--- src/rtl/beep_note_seq.sv ---
// Melody sequencer: walks a note ROM, maps pitch codes to PWM reload/compare values and
// gates the PWM enable for each note's duration, leaving a short articulation gap at the end.
module beep_note_seq #(
    parameter int unsigned CLK_FREQ    = 50_000_000,
    parameter int unsigned BEAT_CYCLES = 6_250_000,
    parameter int unsigned GAP_CYCLES  = 500_000,
    parameter int unsigned ADDR_W      = 8
) (
    input  logic              clk,
    input  logic              rst,
    input  logic              start,
    input  logic              stop,
    input  logic              loop,
    output logic [ADDR_W-1:0] rom_addr,
    input  logic [7:0]        rom_data,
    output logic              busy,
    output logic              done,
    output logic              cnt_en,
    output logic [31:0]       counter_arr,
    output logic [31:0]       counter_ccr
);

    typedef enum logic [1:0] {StIdle, StFetch, StDecode, StPlay} state_e;

    localparam logic [ADDR_W-1:0] AddrOne = {{(ADDR_W-1){1'b0}}, 1'b1};

    state_e            state_q, state_d;
    logic [ADDR_W-1:0] rom_addr_q, rom_addr_d;
    logic [31:0]       note_cnt_q, note_cnt_d;
    logic [31:0]       arr_q, arr_d;
    logic [31:0]       ccr_q, ccr_d;
    logic              busy_q, busy_d;
    logic              done_q, done_d;
    logic              cnt_en_q, cnt_en_d;

    logic [2:0]  dur_code;
    logic [4:0]  pitch_code;
    logic        pitched;
    logic [31:0] tone_arr;

    function automatic logic [31:0] period_m1(input int unsigned freq);
        return CLK_FREQ / freq - 32'd1;
    endfunction

    // Each branch folds to a constant at elaboration, so no divider is built.
    function automatic logic [31:0] tone_period(input logic [4:0] p);
        case (p)
            5'd1:    return period_m1(262);
            5'd2:    return period_m1(294);
            5'd3:    return period_m1(330);
            5'd4:    return period_m1(349);
            5'd5:    return period_m1(392);
            5'd6:    return period_m1(440);
            5'd7:    return period_m1(494);
            5'd8:    return period_m1(523);
            5'd9:    return period_m1(587);
            5'd10:   return period_m1(659);
            5'd11:   return period_m1(698);
            5'd12:   return period_m1(784);
            5'd13:   return period_m1(880);
            5'd14:   return period_m1(988);
            5'd15:   return period_m1(1047);
            5'd16:   return period_m1(1175);
            5'd17:   return period_m1(1319);
            5'd18:   return period_m1(1397);
            5'd19:   return period_m1(1568);
            5'd20:   return period_m1(1760);
            5'd21:   return period_m1(1976);
            default: return 32'd0;
        endcase
    endfunction

    always_comb begin
        dur_code   = rom_data[7:5];
        pitch_code = rom_data[4:0];
        pitched    = (pitch_code != 5'd0) && (pitch_code <= 5'd21);
        tone_arr   = tone_period(pitch_code);

        state_d    = state_q;
        rom_addr_d = rom_addr_q;
        note_cnt_d = note_cnt_q;
        arr_d      = arr_q;
        ccr_d      = ccr_q;
        busy_d     = busy_q;
        done_d     = 1'b0;
        cnt_en_d   = cnt_en_q;

        if (stop) begin
            state_d    = StIdle;
            rom_addr_d = '0;
            arr_d      = '0;
            ccr_d      = '0;
            busy_d     = 1'b0;
            cnt_en_d   = 1'b0;
        end else begin
            unique case (state_q)
                StIdle: begin
                    if (start) begin
                        state_d    = StFetch;
                        rom_addr_d = '0;
                        busy_d     = 1'b1;
                    end
                end
                StFetch: state_d = StDecode;
                StDecode: begin
                    // A zero duration code marks the end of the song.
                    if (dur_code == 3'd0) begin
                        rom_addr_d = '0;
                        if (loop) begin
                            state_d = StFetch;
                        end else begin
                            state_d = StIdle;
                            busy_d  = 1'b0;
                            done_d  = 1'b1;
                        end
                    end else begin
                        state_d    = StPlay;
                        note_cnt_d = 32'(dur_code) * BEAT_CYCLES - 32'd1;
                        arr_d      = pitched ? tone_arr : 32'd0;
                        ccr_d      = pitched ? (tone_arr >> 1) : 32'd0;
                        cnt_en_d   = pitched;
                    end
                end
                StPlay: begin
                    if (note_cnt_q == 32'd0) begin
                        state_d    = StFetch;
                        rom_addr_d = rom_addr_q + AddrOne;
                        cnt_en_d   = 1'b0;
                    end else begin
                        note_cnt_d = note_cnt_q - 32'd1;
                        // Enable drops once only GAP_CYCLES play cycles remain.
                        cnt_en_d   = cnt_en_q && (note_cnt_q > GAP_CYCLES);
                    end
                end
                default: state_d = StIdle;
            endcase
        end
    end

    always_ff @(posedge clk or posedge rst) begin
        if (rst) begin
            state_q    <= StIdle;
            rom_addr_q <= '0;
            note_cnt_q <= '0;
            arr_q      <= '0;
            ccr_q      <= '0;
            busy_q     <= 1'b0;
            done_q     <= 1'b0;
            cnt_en_q   <= 1'b0;
        end else begin
            state_q    <= state_d;
            rom_addr_q <= rom_addr_d;
            note_cnt_q <= note_cnt_d;
            arr_q      <= arr_d;
            ccr_q      <= ccr_d;
            busy_q     <= busy_d;
            done_q     <= done_d;
            cnt_en_q   <= cnt_en_d;
        end
    end

    assign rom_addr    = rom_addr_q;
    assign busy        = busy_q;
    assign done        = done_q;
    assign cnt_en      = cnt_en_q;
    assign counter_arr = arr_q;
    assign counter_ccr = ccr_q;

endmodule

--- config.mk ---
export PLATFORM = sky130hd
export DESIGN_NAME = beep_note_seq
export DESIGN_NICKNAME = d
export VERILOG_FILES = /design/src/rtl/beep_note_seq.sv
export SDC_FILE = /design/constraint.sdc
export NUM_CORES = 1
export LEC_CHECK = 0
export CELL_PAD_IN_SITES_DETAIL_PLACEMENT = 1
export CELL_PAD_IN_SITES_GLOBAL_PLACEMENT = 2
export CORE_MARGIN = 2
export CORE_UTILIZATION = 35
export DETAILED_ROUTE_END_ITERATION = 8
export GPL_ROUTABILITY_DRIVEN = 0
export PLACE_DENSITY_LB_ADDON = 0.3
export SETUP_SLACK_MARGIN = 0.05
export SKIP_CTS_REPAIR_TIMING = 1
export SLEW_MARGIN = 20
export SYNTH_ARGS = -nofsm -noshare
export SYNTH_HDL_FRONTEND = slang
export SYNTH_SLANG_ARGS = --single-unit
--- constraint.sdc ---
create_clock -name clk -period 4.18 [get_ports clk]
set_input_delay 1.254 -clock clk [delete_from_list [all_inputs] [get_ports clk]]
set_output_delay 1.254 -clock clk [all_outputs]
set_load 0.03 [all_outputs]
==> flow_summary.yaml, run 1 <==
timing:
  slew_viol_final: 0
  fin_skew_ns: 0.00552
  slew_headroom_pct: 45.5
  period_minus_slack_ns: 4.09
  max_freq_ghz: 0.244
  hold_viol: 0
  fin_setup_tns_ns: 0
  setup_viol: 0
  rsz0062_at_grt: "yes"
  worstMarginPinSlew_ns: 0.816
  fin_crit_sh_pct: 97.8
pwr:
  p_leak_nw: 3.27
  power_density_nw_per_um2: 404
  ir_worst_vdd_mv: 0.167
clock_network:
  cts_max_path_buffers: 2
  tritoncts: "done"
  insertion_delay_ns: 0.34
  root_buffer: "clkbuf_16"
  cts_made_buffers: 9
  clk_pin_slew_ns: 0.06
  clock_sinks: 63
  htree_levels: 3
die:
  die_h_um: 133
  core-area_um2: 16500
  die_w_um: 133
  ios: 88
  initial_core_util_pct: 35.6
  die_area_um2: 17800
  num_rows: 47
critical_path:
  endpoint_kind: "register"
  crit_required_ns: 4.39
  crit_family: "adder cells"
  r2r.worst_path.cells: 10
  cpPeakStageDelay_ns: 0.57
  cp-start-kind: "input port"
  r2r_end: "note_cnt_q[19]$_DFFE_PP0P_"
  path_class: "in2reg"
  regToRegSetupSlack_ns: 1.07
  critPathSlowestCell: "fa_1"
  arrival_ns: 4.30
  crit_fanout: 4
  cp_num_buf_inv: 2
  path_cells: "buf_8 -> fa_1 -> ha_2 -> inv_2 -> fa_2 -> or3b_4 -> a211o_1 -> and3_1 -> or2_1 -> a311oi_2 -> xnor2_1 -> o221ai_2"
  reg2reg_from: "note_cnt_q[0]$_DFFE_PP0P_"
min_path:
  worstHoldStart: "rom_addr[7]$_DFFE_PP0P_"
  hold_path.class: "reg2reg"
  holdPathEnd: "rom_addr[7]$_DFFE_PP0P_"
  holdPathStages: 1
synth:
  postSynthCellCount: 750
  syn_area_um2: 5860
  synth_ff_type: "dfrtp_1"
  seq_area_frac_synth_pct: 26.9
  synth_cell_types: 88
  synth-seq-cells: 63
  yosysWarnings: 0
  async_flop_share_pct: 100
  syn_area_per_cell_um2: 7.82
  synth_edf_count: 0
layout:
  layout-drive-gt1-share_pct: 19.5
  layout_common_cells: "buf_4 (111), nand2_1 (88), o21ai_0 (69), nor2_1 (63), dfrtp_1 (63)"
  fin_cells: 1098
  syn2layout_area_growth_pct: 28.7
  final_common_cell: "buf_4"
  multi_input_area_um2: 3880
  fin_area_um2: 7550
  register_area_um2: 1580
  fin_util_pct: 45.8
  diodes: 0
  fillers: 1993
  fin_nets: 922
global_route:
  grt_max_degree: 49
  antenna_found_initial: 0
  grt_pass1_vias: 6248
  track_usage_pct: 21.9
  grt_pass1_wl_um: 32000
  grt-ovfl-total: 0
drt:
  drc_errors: 0
  drtAntennaViolNets: 0
  routed-via-count: 6045
  drt_iter0_markers: 253
  routed_via_density: 5.51
  drt_wl_total_um: 19600
  first_pass_iters: 4
  wl_per_cell_um: 17.8
place:
  postPlaceCellArea_um2: 7130
  dp_hpwl_um: 15000
  numPortBuffers: 58
  dp.cells: 1080
job:
  drv_cap: 0
outcome:
  status: "complete, no violations"
## worst max-delay path by stage
stage                           start                    endpoint  slack (ns)  cells after the start
final                     rom_data[5]  note_cnt_q[23]$_DFFE_PP0P_        0.09                     12
after global routing      rom_data[5]  note_cnt_q[27]$_DFFE_PP0P_       -0.02                     12
after detailed placement  rom_data[7]  note_cnt_q[18]$_DFFE_PP0P_       -0.79                     12
after floorplan           rom_data[7]  note_cnt_q[23]$_DFFE_PP0P_       -0.13                     12
after CTS                 rom_data[7]  note_cnt_q[18]$_DFFE_PP0P_       -0.42                     12
after global placement    rom_data[7]  note_cnt_q[27]$_DFFE_PP0P_       -0.62                     12
## flip-flops by register name (all words and copies together), names as in the netlist
register,flops
note_cnt_q,32
rom_addr,8
counter_ccr,1
busy,1
state_q,2
done,1
counter_arr,17
cnt_en,1
## where the power goes
part	switching [mW]	internal, mW
combinational	0.810	0.574
clock	0.278	0.475
sequential	0.167	0.748
## through the flow
step                power [mW]  setup slack, ns  hold WS [ns]
floorplan                 1.79           -0.128         0.462
global placement          2.18           -0.620         0.462
detailed placement        2.25           -0.789         0.476
CTS                       3.02           -0.423         0.483
global route              3.25          -0.0205         0.497
finish                    3.05           0.0900         0.482
## routing by layer
layer	GRT usage, %	up-vias	part of all wire, %
met4	9.81	0	2.8
met2	40.9	133	53
li1	-	2888	-
met3	1.94	43	2.8
met5	0	-	0
met1	25.5	2981	42
## logic make-up after synthesis
family | Yosys count | share of synthesized area [%]
muxes | 4 | 0.896
DFF | 63 | 26.9
other | 1 | 0.0639
adders and majority gates | 36 | 8.06
xor gates and xnor gates | 19 | 2.84
and+or+nand+nor | 262 | 23.1
AOI/OAI and AO/OA | 249 | 27.2
buffers and inverters | 116 | 11.0
## synthesized netlist by cell type (all sizes together) (14+ instances only)
cell,instances,area (µm²)
nand2,88,330
o21ai,76,384
buf,63,445
dfrtp,63,1580
nor2,63,236
a21oi,62,310
ha,33,413
inv,30,113
clkbuf,22,82.6
a31oi,18,113
xnor2,15,131
nand3,14,70.1
## layout make-up
cell class,instances,share of cell area (%)
clock buffer,12,3.27
clock inverter,4,0.597
inverter,31,1.54
multi-input combinational,599,51.4
sequential,63,20.9
tap,220,3.65
timing repair buffer,169,18.7
Power figures use the tool's default switching activity.
==> run 2: changes to the inputs <==
--- a/config.mk
+++ b/config.mk
@@ -9,12 +9,12 @@
 export CELL_PAD_IN_SITES_GLOBAL_PLACEMENT = 2
 export CORE_MARGIN = 2
 export CORE_UTILIZATION = 35
+export CTS_CLUSTER_DIAMETER = 50
 export DETAILED_ROUTE_END_ITERATION = 8
 export GPL_ROUTABILITY_DRIVEN = 0
-export PLACE_DENSITY_LB_ADDON = 0.3
+export PLACE_DENSITY_LB_ADDON = 0.25
 export SETUP_SLACK_MARGIN = 0.05
 export SKIP_CTS_REPAIR_TIMING = 1
-export SLEW_MARGIN = 20
 export SYNTH_ARGS = -nofsm -noshare
 export SYNTH_HDL_FRONTEND = slang
 export SYNTH_SLANG_ARGS = --single-unit
==> flow_summary.yaml, run 2 (synthesized netlist as in run 1, its figures left out) <==
layout:
  layout-drive-gt1-share_pct: 20.2
  fin_area_um2: 7650
  fin_cells: 1103
  syn2layout_area_growth_pct: 30.5
  layout_common_cells: "buf_4 (115), nand2_1 (88), o21ai_0 (69), nor2_1 (63), dfrtp_1 (63)"
  top_register: "note_cnt_q"
  fin_util_pct: 46.5
  multi_input_area_um2: 3920
  final_common_cell: "buf_4"
  register_area_um2: 1580
  diodes: 0
  fillers: 2012
  largest_register_ffs: 32
  fin_nets: 927
clock_network:
  cts_made_buffers: 9
  root_buffer: "clkbuf_16"
  clk_pin_slew_ns: 0.06
  htree_levels: 3
  insertion_delay_ns: 0.33
  cts_max_path_buffers: 2
  tritoncts: "done"
  clock_sinks: 63
timing:
  slew_headroom_pct: 45.8
  rsz0062_at_grt: "yes"
  max_freq_ghz: 0.240
  fin_setup_tns_ns: 0
  period_minus_slack_ns: 4.16
  fin_crit_sh_pct: 99.6
  hold_viol: 0
  worstMarginPinSlew_ns: 0.807
  slew_viol_final: 0
  fin_skew_ns: 0.00384
  holdWs_ns: 0.493
  setup_viol: 0
critical_path:
  endpoint_kind: "register"
  crit_fanout: 4
  cp-start-kind: "input port"
  crit_required_ns: 4.43
  arrival_ns: 4.41
  path_class: "in2reg"
drt:
  drc_errors: 0
  drtAntennaViolNets: 0
  first_pass_iters: 5
  drt_iter0_markers: 417
  wl_per_cell_um: 18.0
  routed_via_density: 5.48
  drt_wl_total_um: 19800
  routed-via-count: 6041
global_route:
  track_usage_pct: 22.3
  grt-ovfl-total: 0
  grt_pass1_wl_um: 32300
  antenna_found_initial: 0
  grt_max_degree: 50
  grt_pass1_vias: 6210
die:
  die_w_um: 133
  core-area_um2: 16500
  initial_core_util_pct: 35.6
  die_area_um2: 17800
  num_rows: 47
  die_h_um: 133
  ios: 88
outcome:
  status: "complete, no violations"
place:
  postPlaceCellArea_um2: 7160
  numPortBuffers: 58
  dp_hpwl_um: 15300
  dp.cells: 1082
pwr:
  ir_worst_vdd_mv: 0.215
  p_leak_nw: 3.31
  power_density_nw_per_um2: 409
job:
  drv_cap: 0
min_path:
  hold_path.class: "reg2reg"
==> run 2: cell count changes in the layout (fill, tap and decap cells not counted), sizes merged <==
cell and delta:
buf +5, clkinv -1, bufinv +1
==> run 2: path summary, 6_finish.rpt <==
check	slack, ns	depth (start not counted)	start	endpoint
max	0.02	13	rom_data[5]	note_cnt_q[25]$_DFFE_PP0P_
min	0.49	1	rom_addr[7]$_DFFE_PP0P_	rom_addr[7]$_DFFE_PP0P_
max reg2reg	1.10	9	note_cnt_q[0]$_DFFE_PP0P_	note_cnt_q[31]$_DFFE_PP0P_
min reg2reg	0.49	1	rom_addr[7]$_DFFE_PP0P_	rom_addr[7]$_DFFE_PP0P_
max in group asynchronous	2.06	3	rst	note_cnt_q[7]$_DFFE_PP0P_
min in group asynchronous	1.39	2	rst	done$_DFF_PP0_
==> run 2: worst max-delay path, cell delays in order <==
cell and delay (ns):
buf_8 0.10, fa_1 0.56, ha_2 0.19, inv_2 0.04
fa_2 0.38, or3b_4 0.40, a211o_1 0.31, a21oi_2 0.20
o221ai_4 0.15, nor4_4 0.37, buf_4 0.18, nand3_2 0.07
a31oi_1 0.20
==> run 2: final cells by class <==
type	count	share of cell area [%]
clock buffers	12	3.09
clock inverters	4	0.915
inverters	31	1.52
multi-input cells	599	51.2
flip-flops and latches	63	20.6
well taps	220	3.60
repair buffers	174	19.1
==> run 2: through the flow <==
step,power (mW),setup WS (ns)
6_report,3.13,0.0183
3_5_place_dp,2.27,-0.790
3_3_place_gp,2.20,-0.601
5_1_grt,3.33,-0.0659
4_1_cts,3.09,-0.481
2_1_floorplan,1.79,-0.128
==> run 2: layer usage <==
metal	up-vias	GRT usage, %	routed length, µm
li1	2899	-	-
met1	2954	27.1	8300
met2	154	39.6	10100
met3	34	2.85	684
met4	0	9.34	765
met5	-	0	0
==> run 2: where the power goes <==
part / internal (mW) / leakage, nW / total [mW] / switching [mW]
Sequential: 0.748 / 0.823 / 0.921 / 0.173
Clock: 0.521 / 0.151 / 0.796 / 0.276
Combinational: 0.592 / 2.33 / 1.42 / 0.824
Total: 1.86 / 3.31 / 3.13 / 1.27
==> run 3: changes to the inputs <==
--- a/config.mk
+++ b/config.mk
@@ -7,7 +7,7 @@
 export LEC_CHECK = 0
 export CELL_PAD_IN_SITES_DETAIL_PLACEMENT = 1
 export CELL_PAD_IN_SITES_GLOBAL_PLACEMENT = 2
-export CORE_MARGIN = 2
+export CORE_MARGIN = 1
 export CORE_UTILIZATION = 35
 export CTS_CLUSTER_DIAMETER = 50
 export DETAILED_ROUTE_END_ITERATION = 8
@@ -15,6 +15,7 @@
 export PLACE_DENSITY_LB_ADDON = 0.25
 export SETUP_SLACK_MARGIN = 0.05
 export SKIP_CTS_REPAIR_TIMING = 1
+export SLEW_MARGIN = 25
 export SYNTH_ARGS = -nofsm -noshare
 export SYNTH_HDL_FRONTEND = slang
 export SYNTH_SLANG_ARGS = --single-unit
==> flow_summary.yaml, run 3 (synthesized netlist as in run 1, its figures left out) <==
outcome:
  status: "complete, no violations"
layout:
  syn2layout_area_growth_pct: 28.1
  largest_register_ffs: 32
  fin_cells: 1087
  layout_common_cells: "buf_4 (104), nand2_1 (88), o21ai_0 (69), nor2_1 (63), dfrtp_1 (63)"
  final_common_cell: "buf_4"
  fin_nets: 916
  top_register: "note_cnt_q"
  diodes: 0
  layout-drive-gt1-share_pct: 18.8
clock_network:
  clock_sinks: 63
  htree_levels: 3
  root_buffer: "clkbuf_16"
  clk_pin_slew_ns: 0.05
  insertion_delay_ns: 0.33
  cts_max_path_buffers: 2
  tritoncts: "done"
  cts_made_buffers: 9
min_path:
  hold_path.class: "reg2reg"
timing:
  hold_viol: 0
  rsz0062_at_grt: "yes"
  fin_skew_ns: 0.00811
  holdWs_ns: 0.490
  max_freq_ghz: 0.246
  worstMarginPinSlew_ns: 0.682
  setup_viol: 0
  slew_viol_final: 0
  fin_crit_sh_pct: 97.1
  slew_headroom_pct: 54.2
  period_minus_slack_ns: 4.06
critical_path:
  path_class: "in2reg"
  endpoint_kind: "register"
  regToRegSetupSlack_ns: 1.09
  cp-start-kind: "input port"
  path_cells: "buf_6 -> fa_1 -> ha_2 -> inv_2 -> fa_2 -> buf_4 -> o21bai_1 -> a22oi_1 -> buf_4 -> xor2_1 -> o21ai_1 -> buf_4 -> nor3b_2 -> xnor2_1 -> o221ai_1"
  crit_path_frequent_cell: "buf_4"
  cpPeakStageDelay_ns: 0.58
  crit_fanout: 7
  critPathSlowestCell: "fa_1"
  arrival_ns: 4.26
  crit_required_ns: 4.38
drt:
  drtAntennaViolNets: 0
  drt_iter0_markers: 401
  routed_via_density: 5.50
  drt_wl_total_um: 19400
  routed-via-count: 5983
  wl_per_cell_um: 17.8
  first_pass_iters: 5
  drc_errors: 0
die:
  ios: 88
  initial_core_util_pct: 36.4
  die_area_um2: 17300
  die_w_um: 131
  core-area_um2: 16100
  num_rows: 46
  die_h_um: 131
pwr:
  ir_worst_vdd_mv: 0.166
  power_density_nw_per_um2: 406
  p_leak_nw: 3.21
  power_mw: 3.05
global_route:
  track_usage_pct: 22.8
  grt-ovfl-total: 0
  grt_pass1_vias: 6269
  grt_pass1_wl_um: 32100
  grt_max_degree: 49
  antenna_found_initial: 0
job:
  drv_cap: 0
place:
  numPortBuffers: 58
  dp_hpwl_um: 15200
  dp.cells: 1070
run 3: metrics by stage:
step / worst slack (ns) / instance area (µm²) / setup TNS (ns) / utilization, %
floorplan: -0.128 / 5990 / -0.550 / -
global placement: -0.568 / 7090 / -8.26 / 44.0
detailed placement: -0.712 / 7090 / -10.05 / 44.0
CTS: -0.383 / 7390 / -4.30 / 45.9
global route: -0.0162 / 7510 / -0.0162 / 46.6
finish: 0.121 / 7510 / 0 / 46.6
run 3: power breakdown:
| group | internal [mW] | switching (mW) |
|---|---|---|
| combinational | 0.572 | 0.801 |
| sequential | 0.748 | 0.167 |
| clock | 0.490 | 0.272 |
run 3: final cells by class:
type	count	area, µm²
Clock buffer	12	256
Clock inverter	3	42.5
Fill cell	1979	8610
Inverter	31	116
Multi-Input combinational cell	599	3870
Sequential cell	63	1580
Tap cell	216	270
Timing Repair Buffer	163	1370
run 3: layer usage:
| metal | global-route usage, % | wire, µm | vias to the layer above |
|---|---|---|---|
| li1 | - | - | 2884 |
| met1 | 27.2 | 8100 | 2898 |
| met2 | 40.5 | 10000 | 163 |
| met3 | 2.93 | 626 | 38 |
| met4 | 10.2 | 632 | 0 |
| met5 | 0 | 0 | - |
run 3: worst paths after layout:
kind                                               endpoint                 startpoint  cells past startpoint
worst min-delay path                rom_addr[7]$_DFFE_PP0P_    rom_addr[7]$_DFFE_PP0P_                      1
worst min register to register      rom_addr[7]$_DFFE_PP0P_    rom_addr[7]$_DFFE_PP0P_                      1
min in group asynchronous       counter_arr[16]$_DFFE_PP0P_                        rst                      2
max in group asynchronous        note_cnt_q[15]$_DFFE_PP0P_                        rst                      3
worst max-delay path             note_cnt_q[21]$_DFFE_PP0P_                rom_data[5]                     15
worst max register to register   note_cnt_q[17]$_DFFE_PP0P_  note_cnt_q[0]$_DFFE_PP0P_                      9
run 3: critical path, delay by kind of cell:
family | cells | cell delay (ns)
fa+ha+maj | 3 | 1.15
buf+inv | 5 | 0.69
compound gates | 4 | 0.64
xor+xnor | 2 | 0.32
simple gates | 1 | 0.20
==> edit, RTL diff (settings of run 2) <==
`ADDR_W`: 8 -> 9.
--- a/src/rtl/beep_note_seq.sv
+++ b/src/rtl/beep_note_seq.sv
@@ -5,5 +5,5 @@
     parameter int unsigned BEAT_CYCLES = 6_250_000,
     parameter int unsigned GAP_CYCLES  = 500_000,
-    parameter int unsigned ADDR_W      = 8
+    parameter int unsigned ADDR_W      = 9
 ) (
     input  logic              clk,
Interface: changed (resized rom_addr); port bits go from 88 to 89. The function was not compared with the original's and may differ.
==> edit against run 2 <==
Clock power increased by 8.5%. Area after synthesis is 0.30% lower. Register-to-register slack got worse by 40 ps. Worst setup slack better by 94 ps. Routed wire length decreased by 0.82%. Fmax grew 2.3%. Critical path depth fell by 3. Total power shrank 12%. Sequential power increased by 0.4%. Critical path type unchanged. Final area is 2.4% lower. Non-clock buffer count shrank 18. Clock skew up 4.9 ps. Sequential cell count up 1. Via count shrank 1.5%.
==> edit: results (changes against run 2) <==
Clock Power Share 0.314 (+0.060); CP Capture Point note_cnt_q[21]; fillers 2,039 (+1.3%); Max VDD drop 254 uV (+18%); count of non-CTS inverters in the layout 28 (-9.7%); Final clock-cell share 0.0445 (+0.00448); critical path arrival 4310 ps (-100 ps); status completed; clock skew 8.73 ps (+4.89 ps); Final WS setup 112 ps (+93.8 ps); mean post-synth cell area 7.88 um2 (+0.78%); fraction of area in registers 0.214 (+0.00832); Critical R2R Capture note_cnt_q[10]; met1 usage 0.301 (+0.0302); unique cell type count in the Yosys netlist 76 (-14%); Non-clk bufs 156 (-10%); multi-input logic portion of the cell area 0.515 (+0.00264); routed via count 5,949 (-1.5%); worst reg2reg path depth 10 (+1); P_leak 3.16 nW (-4.6%); nets 902 (-2.7%); worst-path fanout max 3 (-1); Critical-path top delay cell fa_2; final core occ 0.454 (-0.0109); Met1 Routed Length 9.14 mm (+10%); number of global-route vias before repair 6,239 (+0.47%); Die Span X 133 um (-0.14%); met2 routed WL 9.74 mm (-3.4%); met3 usage in global routing 0.0304 (+0.00190); worst slack, placed -669 ps (+121 ps); routed length on met3 553 um (-19%); largest cells by area after synthesis dfrtp_1 (27%), ha_1 (7.1%), buf_4 (5.9%), o21ai_0 (5.8%), nand2_1 (5.5%); Pwr per Cell Area 368 nW/um2 (-10%); Layout non-clock buf frac 0.175 (-0.0152); initial drt markers 340 (-18%); GRT met2 Usage 0.385 (-0.0112); Cells after DPL 1,060 (-2.0%)
## edit: cell count changes after synthesis, moves of 6 or more
cell / run 2 / this run
a21oi_1: 62 / 43
nor3_1: 9 / 26
clkbuf_1: 22 / 31
nand3_1: 14 / 22
a31oi_1: 18 / 11
nand4_1: 4 / 11
nor2_1: 63 / 56
o31ai_1: 3 / 9
xnor2_1: 15 / 9
## edit: logic make-up (layout without fill, tap and decap cells)
kind of cell | after synthesis | in the layout | share of synthesized area
buf+inv | 112 | 200 | 0.103
flops | 64 | 64 | 0.274
simple gates | 287 | 287 | 0.253
other cells | 1 | 29 | 0.000641
fa+ha+maj | 36 | 36 | 0.0809
mux | 13 | 13 | 0.0261
compound gates | 211 | 211 | 0.236
xor+xnor | 18 | 18 | 0.0270
## edit: worst max-delay path: cells and delay by family
kind | cells | cell delay [ps]
adders and majority gates | 2 | 870
xor gates and xnor gates | 2 | 370
and+or+nand+nor | 2 | 1010
buffers and inverters | 1 | 140
AOI/OAI and AO/OA | 3 | 660
